[src/rtl/msix_vec_ctrl.sv]
// MSI-X vector table, pending-bit array and round-robin request issue.
// Optional MSIX_VEC_CTRL_STAT_EN adds issue/coalesce statistics counters.
module msix_vec_ctrl #(
  parameter int VEC_NUM = 8,
  parameter int VEC_W   = 3
) (
  input  logic               pcie_clk,
  input  logic               pcie_rst_n,
  input  logic               vec_req_valid,
  input  logic [VEC_W-1:0]   vec_req_idx,
  output logic               vec_req_ready,
  input  logic               tbl_wen,
  input  logic [VEC_W+1:0]   tbl_waddr,
  input  logic [31:0]        tbl_wdata,
  input  logic               tbl_ren,
  input  logic [VEC_W+1:0]   tbl_raddr,
  output logic [31:0]        tbl_rdata,
  output logic [VEC_NUM-1:0] pba_rdata,
  input  logic               msix_enable,
  input  logic               func_mask,
  output logic               int_req_valid,
  output logic [63:0]        int_req_addr,
  output logic [31:0]        int_req_data,
`ifdef MSIX_VEC_CTRL_STAT_EN
  output logic [31:0]        stat_issue_cnt,
  output logic [31:0]        stat_coal_cnt,
`endif
  input  logic               int_req_ready
);

  typedef enum logic [1:0] {
    IDLE,
    LOAD,
    ISSUE
  } state_e;

  state_e             state_q, state_d;
  logic [VEC_W-1:0]   ptr_q, ptr_d;
  logic [VEC_W-1:0]   gidx_q, gidx_d;
  logic [VEC_NUM-1:0] pba_q, pba_d;
  logic [VEC_NUM-1:0] mask_q;
  logic [31:0]        alo_q [VEC_NUM];
  logic [31:0]        ahi_q [VEC_NUM];
  logic [31:0]        dat_q [VEC_NUM];
  logic [31:0]        rdata_q, rdata_d;
  logic [63:0]        addr_q;
  logic [31:0]        data_q;

  logic [VEC_NUM-1:0] elig;
  logic [VEC_W-1:0]   cand;
  logic [VEC_W-1:0]   gnt;
  logic               found;
  logic               load;
  logic               hs;

  logic [VEC_W-1:0]   wvec, rvec;
  logic [1:0]         wdw, rdw;

  assign wvec = tbl_waddr[VEC_W+1:2];
  assign wdw  = tbl_waddr[1:0];
  assign rvec = tbl_raddr[VEC_W+1:2];
  assign rdw  = tbl_raddr[1:0];

  assign vec_req_ready = 1'b1;
  assign tbl_rdata     = rdata_q;
  assign pba_rdata     = pba_q;
  assign int_req_valid = (state_q == ISSUE);
  assign int_req_addr  = addr_q;
  assign int_req_data  = data_q;

  assign elig = pba_q & ~mask_q &
                {VEC_NUM{msix_enable & ~func_mask}};

  // First eligible vector at or above ptr, wrapping
  always_comb begin
    found = 1'b0;
    gnt   = '0;
    cand  = '0;
    for (int i = 0; i < VEC_NUM; i++) begin
      cand = ptr_q + VEC_W'(i);
      if (!found && elig[cand]) begin
        found = 1'b1;
        gnt   = cand;
      end
    end
  end

  always_comb begin
    state_d = state_q;
    ptr_d   = ptr_q;
    gidx_d  = gidx_q;
    load    = 1'b0;
    hs      = 1'b0;
    case (state_q)
      IDLE: begin
        if (found) begin
          gidx_d  = gnt;
          ptr_d   = gnt + 1'b1;
          state_d = LOAD;
        end
      end
      LOAD: begin
        load    = 1'b1;
        state_d = ISSUE;
      end
      ISSUE: begin
        if (int_req_ready) begin
          hs      = 1'b1;
          state_d = IDLE;
        end
      end
      default: state_d = IDLE;
    endcase
  end

  // A same-cycle event beats the handshake clear
  always_comb begin
    pba_d = pba_q;
    if (hs) pba_d[gidx_q] = 1'b0;
    if (vec_req_valid) pba_d[vec_req_idx] = 1'b1;
  end

  always_comb begin
    rdata_d = '0;
    case (rdw)
      2'd0:    rdata_d = alo_q[rvec];
      2'd1:    rdata_d = ahi_q[rvec];
      2'd2:    rdata_d = dat_q[rvec];
      default: rdata_d = {31'b0, mask_q[rvec]};
    endcase
  end

  always_ff @(posedge pcie_clk or negedge pcie_rst_n) begin
    if (!pcie_rst_n) begin
      state_q <= IDLE;
      ptr_q   <= '0;
      gidx_q  <= '0;
      pba_q   <= '0;
      rdata_q <= '0;
      addr_q  <= '0;
      data_q  <= '0;
    end else begin
      state_q <= state_d;
      ptr_q   <= ptr_d;
      gidx_q  <= gidx_d;
      pba_q   <= pba_d;
      if (tbl_ren) rdata_q <= rdata_d;
      if (load) begin
        addr_q <= {ahi_q[gidx_q], alo_q[gidx_q]};
        data_q <= dat_q[gidx_q];
      end
    end
  end

  always_ff @(posedge pcie_clk or negedge pcie_rst_n) begin
    if (!pcie_rst_n) begin
      mask_q <= '1;
      for (int i = 0; i < VEC_NUM; i++) begin
        alo_q[i] <= '0;
        ahi_q[i] <= '0;
        dat_q[i] <= '0;
      end
    end else if (tbl_wen) begin
      case (wdw)
        2'd0:    alo_q[wvec]  <= tbl_wdata;
        2'd1:    ahi_q[wvec]  <= tbl_wdata;
        2'd2:    dat_q[wvec]  <= tbl_wdata;
        default: mask_q[wvec] <= tbl_wdata[0];
      endcase
    end
  end

`ifdef MSIX_VEC_CTRL_STAT_EN
  logic [31:0] issue_q;
  logic [31:0] coal_q;

  assign stat_issue_cnt = issue_q;
  assign stat_coal_cnt  = coal_q;

  always_ff @(posedge pcie_clk or negedge pcie_rst_n) begin
    if (!pcie_rst_n) begin
      issue_q <= '0;
      coal_q  <= '0;
    end else begin
      if (hs && !(&issue_q)) issue_q <= issue_q + 32'd1;
      if (vec_req_valid && pba_q[vec_req_idx] && !(&coal_q))
        coal_q <= coal_q + 32'd1;
    end
  end
`endif

endmodule

[config.mk]
export PLATFORM = sky130hd
export DESIGN_NAME = msix_vec_ctrl
export DESIGN_NICKNAME = d
export VERILOG_FILES = /design/src/rtl/msix_vec_ctrl.sv
export SDC_FILE = /design/constraint.sdc
export NUM_CORES = 1
export LEC_CHECK = 0
export CORE_UTILIZATION = 45
export CTS_CLUSTER_DIAMETER = 60
export DETAILED_ROUTE_END_ITERATION = 12
export PLACE_DENSITY = 0.7
export SYNTH_ARGS = -nofsm -noshare
export SYNTH_HDL_FRONTEND = slang
export SYNTH_SLANG_ARGS = --single-unit
export TNS_END_PERCENT = 30
[constraint.sdc]
create_clock -name pcie_clk -period 3.7 [get_ports pcie_clk]
set_input_delay 1.11 -clock pcie_clk [delete_from_list [all_inputs] [get_ports pcie_clk]]
set_output_delay 1.11 -clock pcie_clk [all_outputs]
set_load 0.01 [all_outputs]
==> results.tsv <==
stage	metric	value	unit
place	post-detailed-placement half-perimeter wirelength	90600	um
synth	cell type with the largest total area after synthesis	sky130_fd_sc_hd__dfrtp_1	
setup_path	maximum fanout along the worst path	11	
global_routing	global router's overall resource usage	0.280	
run	number of max-cap violations	0	
power	power per cell area	708	nW/um^2
synth	Cell variety after synth	61	
cts	count of hold buffers inserted by post-cts repair	0	
outcome	run status	finished, final reports clean	
floorplanning	number of cell rows	118	
setup_path	reg-to-reg critical path endpoint	ptr_q[2]$_DFFE_PN0P_	
synth	post-synthesis instance total	3464	
setup_path	Critical Path AT	3.91	ns
setup_path	most frequent cell on the critical path	sky130_fd_sc_hd__a2111o_1	
place	placer's final routability congestion estimate	0.877	
setup_path	kind of capture point of the worst setup path	register	
synth	Synth Net Count	3520	
drt	DRT antenna net count	0	
global_routing	overflow left after global routing	0	
sta	final worst hold slack	0.378	ns
final_layout	net count of the finished layout	3686	
cts	clock tree from TritonCTS	done	
drt	iteration count of the initial detailed-routing pass	8	
synth	synthesized area	46900	um^2
cts	clk buf depth	3	
drt	drt via density	6.37	
floorplanning	starting density of the core	0.453	
setup_path	start-to-end type of the worst setup path	reg2reg	
drt	via count	32500	
power	worst vdd rail ir drop	0.668	mV
synth	xor/xnor share of the synthesized area	0.000373	
synth	most used standard cell by instance count after synthesis	sky130_fd_sc_hd__dfrtp_1	
synth	flip-flop and latch count after synthesis	920	
cts	Inserted Clock Buffers	102	
cts	number of post-CTS setup repair buffers	0	
sta	fraction of the cycle the final worst path needs	0.904	
synth	fraction of post-synthesis cell area in the top cell type by area	0.486	
floorplanning	Die H	325	um
global_routing	via count of the first global-routing pass	32800	
synth	Synth top cells by count	912 x sky130_fd_sc_hd__dfrtp_1, 900 x sky130_fd_sc_hd__mux2_2, 280 x sky130_fd_sc_hd__mux4_2	
setup_path	slack of the worst reg-to-reg path	0.35	ns
setup_path	WP data required	4.26	ns
setup_path	Worst Setup Start Kind	register	
setup_path	Buf+Inv Stages, Crit Path	1	
cts	sinks on the clock net	920	
cts	clock transition at the register clock pins on the worst setup and hold paths after CTS	0.06	ns
drt	remaining routing DRC violations	0	
final_layout	Finished Core Util	0.536	
global_routing	wire length of the first global-routing pass	222000	um
cts	Clk Latency, worst-skew pair	0.68	ns
floorplanning	Total Die Area	106000	um^2
drt	final wirelength	147000	um
drt	DRT iter0 DRCs	3241	
synth	Yosys Warn Count	0	
cts	Clock Tree Root	sky130_fd_sc_hd__clkbuf_16	
power	leakage power summed over all cells	23.8	nW
sta	Peak Freq	299	MHz
place	Port Buffer Count	189	
setup_path	Slowest Stage Delay on Critical Path	0.46	ns
final_layout	fraction of final layout cells sized beyond drive strength 1	0.439	
cts	CTS H-Tree Depth	3	
sta	largest clock skew in the final design	0.0287	ns
sta	final-report hold violation count	0	
sta	count of pins over their slew limit	0	
floorplanning	core region area	103000	um^2
final_layout	synthesis-to-layout area growth	18.2	%
sta	relative slew slack	0.135	
synth	flip-flop cell with the highest count after synthesis	sky130_fd_sc_hd__dfrtp_1	
floorplanning	die width	325	um
synth	dominant combinational cell family by area after synthesis	multiplexers	
sta	unrepaired setup endpoints after global routing	false	
synth	Avg Inst Size Synth	13.5	um^2
setup_path	number of cell instances on the worst register-to-register path	10	
synth	count of flip-flops with a built-in enable after synthesis	0	
synth	simple logic cell fraction of the synthesized area	0.0356	
synth	complex-gate fraction of the synthesized area	0.0732	
setup_path	Max stage delay cell, worst path	sky130_fd_sc_hd__ha_1	
synth	async set or reset register ratio after synthesis	1.00	
synth	portion of the post-synthesis area used by sequential elements	0.491	
sta	total setup violations reported at the end of the flow	0	
synth	cells taking the most area after synthesis	sky130_fd_sc_hd__dfrtp_1 49%, sky130_fd_sc_hd__mux2_2 22%, sky130_fd_sc_hd__mux4_2 13%	
power	Final Power	0.0393	W
setup_path	worst r2r src	ptr_q[0]$_DFFE_PN0P_	
setup_path	gate family responsible for the most delay along the worst path	compound AO/OA/AOI/OAI gates	
final_layout	Final Instance Area	55500	um^2
global_routing	pin count of the biggest net entering global routing	102	
min_path	Hold Crit Class	in2async	
synth	multiplexer share of the synthesized area	0.372	
place	instance area at placement	51900	um^2
floorplanning	top-level port count	191	
sta	transition time of the tightest slew-check pin	1.30	ns
setup_path	worst path cell trace	inv_1, ha_1, and2_1, a22oi_1, a21oi_1, a2111o_1, a211o_1, a2bb2oi_1, a2111o_1, mux2_4	
drt	Routed wire per std cell	28.9	um
sta	Min Clock Period, post-route	3.35	ns
final_layout	filler cell count	8435	
global_routing	antenna violations before repair	3	
synth	synthesized-area fraction occupied by adder cells	0.000800	
[how the worst max path moves through the flow]
stage,startpoint,end,slack [ns],cells after the start
6_report,ptr_q[0]$_DFFE_PN0P_,ptr_q[2]$_DFFE_PN0P_,0.35,10
5_1_grt,ptr_q[0]$_DFFE_PN0P_,ptr_q[2]$_DFFE_PN0P_,0.16,12
4_1_cts,msix_enable,ptr_q[2]$_DFFE_PN0P_,0.23,12
3_5_place_dp,msix_enable,ptr_q[2]$_DFFE_PN0P_,-0.74,12
3_3_place_gp,func_mask,ptr_q[2]$_DFFE_PN0P_,-0.68,11
2_1_floorplan,msix_enable,ptr_q[2]$_DFFE_PN0P_,0.03,8
[worst register-to-register path, stage by stage, from the launching register on]
cell and delay (ns):
sky130_fd_sc_hd__dfrtp_1 0.35, sky130_fd_sc_hd__inv_1 0.06, sky130_fd_sc_hd__ha_1 0.46, sky130_fd_sc_hd__and2_1 0.25
sky130_fd_sc_hd__a22oi_1 0.29, sky130_fd_sc_hd__a21oi_1 0.11, sky130_fd_sc_hd__a2111o_1 0.42, sky130_fd_sc_hd__a211o_1 0.37
sky130_fd_sc_hd__a2bb2oi_1 0.17, sky130_fd_sc_hd__a2111o_1 0.44, sky130_fd_sc_hd__mux2_4 0.31
[cell usage in the layout, fill, tap and decap left out, types with 65 or more instances in the layout]
cell type,count
sky130_fd_sc_hd__a22oi_1,83
sky130_fd_sc_hd__nor2_1,149
sky130_fd_sc_hd__buf_12,65
sky130_fd_sc_hd__clkdlybuf4s50_1,182
sky130_fd_sc_hd__mux2i_1,97
sky130_fd_sc_hd__o21ai_0,120
sky130_fd_sc_hd__clkbuf_16,105
sky130_fd_sc_hd__mux4_2,280
sky130_fd_sc_hd__buf_4,142
sky130_fd_sc_hd__dfrtp_1,909
sky130_fd_sc_hd__a21oi_1,181
sky130_fd_sc_hd__nand2_1,127
sky130_fd_sc_hd__mux2_2,900
[kinds of logic after synthesis]
| group | after synthesis |
|---|---|
| multiplexers | 1279 |
| flip-flops | 920 |
| AO/OA/AOI/OAI | 540 |
| AND/OR/NAND/NOR | 377 |
| buffers and inverters | 342 |
| adder cells (fa/ha/maj) | 3 |
| XOR/XNOR | 2 |
| other | 1 |
[report_power, final]
group          switching [W]  internal, W
logic                0.00740      0.00680
clock network        0.00434      0.00659
registers            0.00187       0.0123
[repair_timing]
action / in CTS / in global routing
resized for setup: 2 / 4
pin swaps: 0 / 1
endpoints found under the setup margin: 1 / 1
cloned: 0 / 0
[per-stage QoR]
stage	worst slack [ns]	setup TNS, ns	cells
after floorplan	0.0303	0	3464
after global placement	-0.681	-2.23	4906
after detailed placement	-0.742	-2.67	4906
after CTS	0.227	0	5096
after global routing	0.155	0	5096
final	0.355	0	5099
[layout make-up]
cell class / count / area (um^2) / area share
inverter: 10 / 37.5 / 0.000676
multi-input combinational: 2202 / 22800 / 0.411
tap: 1380 / 1730 / 0.0311
timing repair buffer: 394 / 4240 / 0.0764
sequential: 920 / 23000 / 0.415
clock buffer: 143 / 3040 / 0.0548
antenna: 3 / 7.51 / 0.000135
clock inverter: 47 / 604 / 0.0109
[metal layers]
metal / track usage / vias up / wire (um)
li1: - / 13500 / -
met1: 0.387 / 17200 / 60600
met2: 0.431 / 1565 / 67600
met3: 0.0604 / 327 / 13300
met4: 0.107 / 4 / 5810
met5: 0 / - / 27
[registers in the layout, indices dropped and copies added, names as in the netlist]
register and cells:
ahi_q 256, alo_q 256, dat_q 256, gidx_q 3
int_req_addr 64, int_req_data 32, mask_q 8, pba_rdata 8
ptr_q 3, state_q 2, tbl_rdata 32
Note: power is estimated with default switching activity, not from simulation.
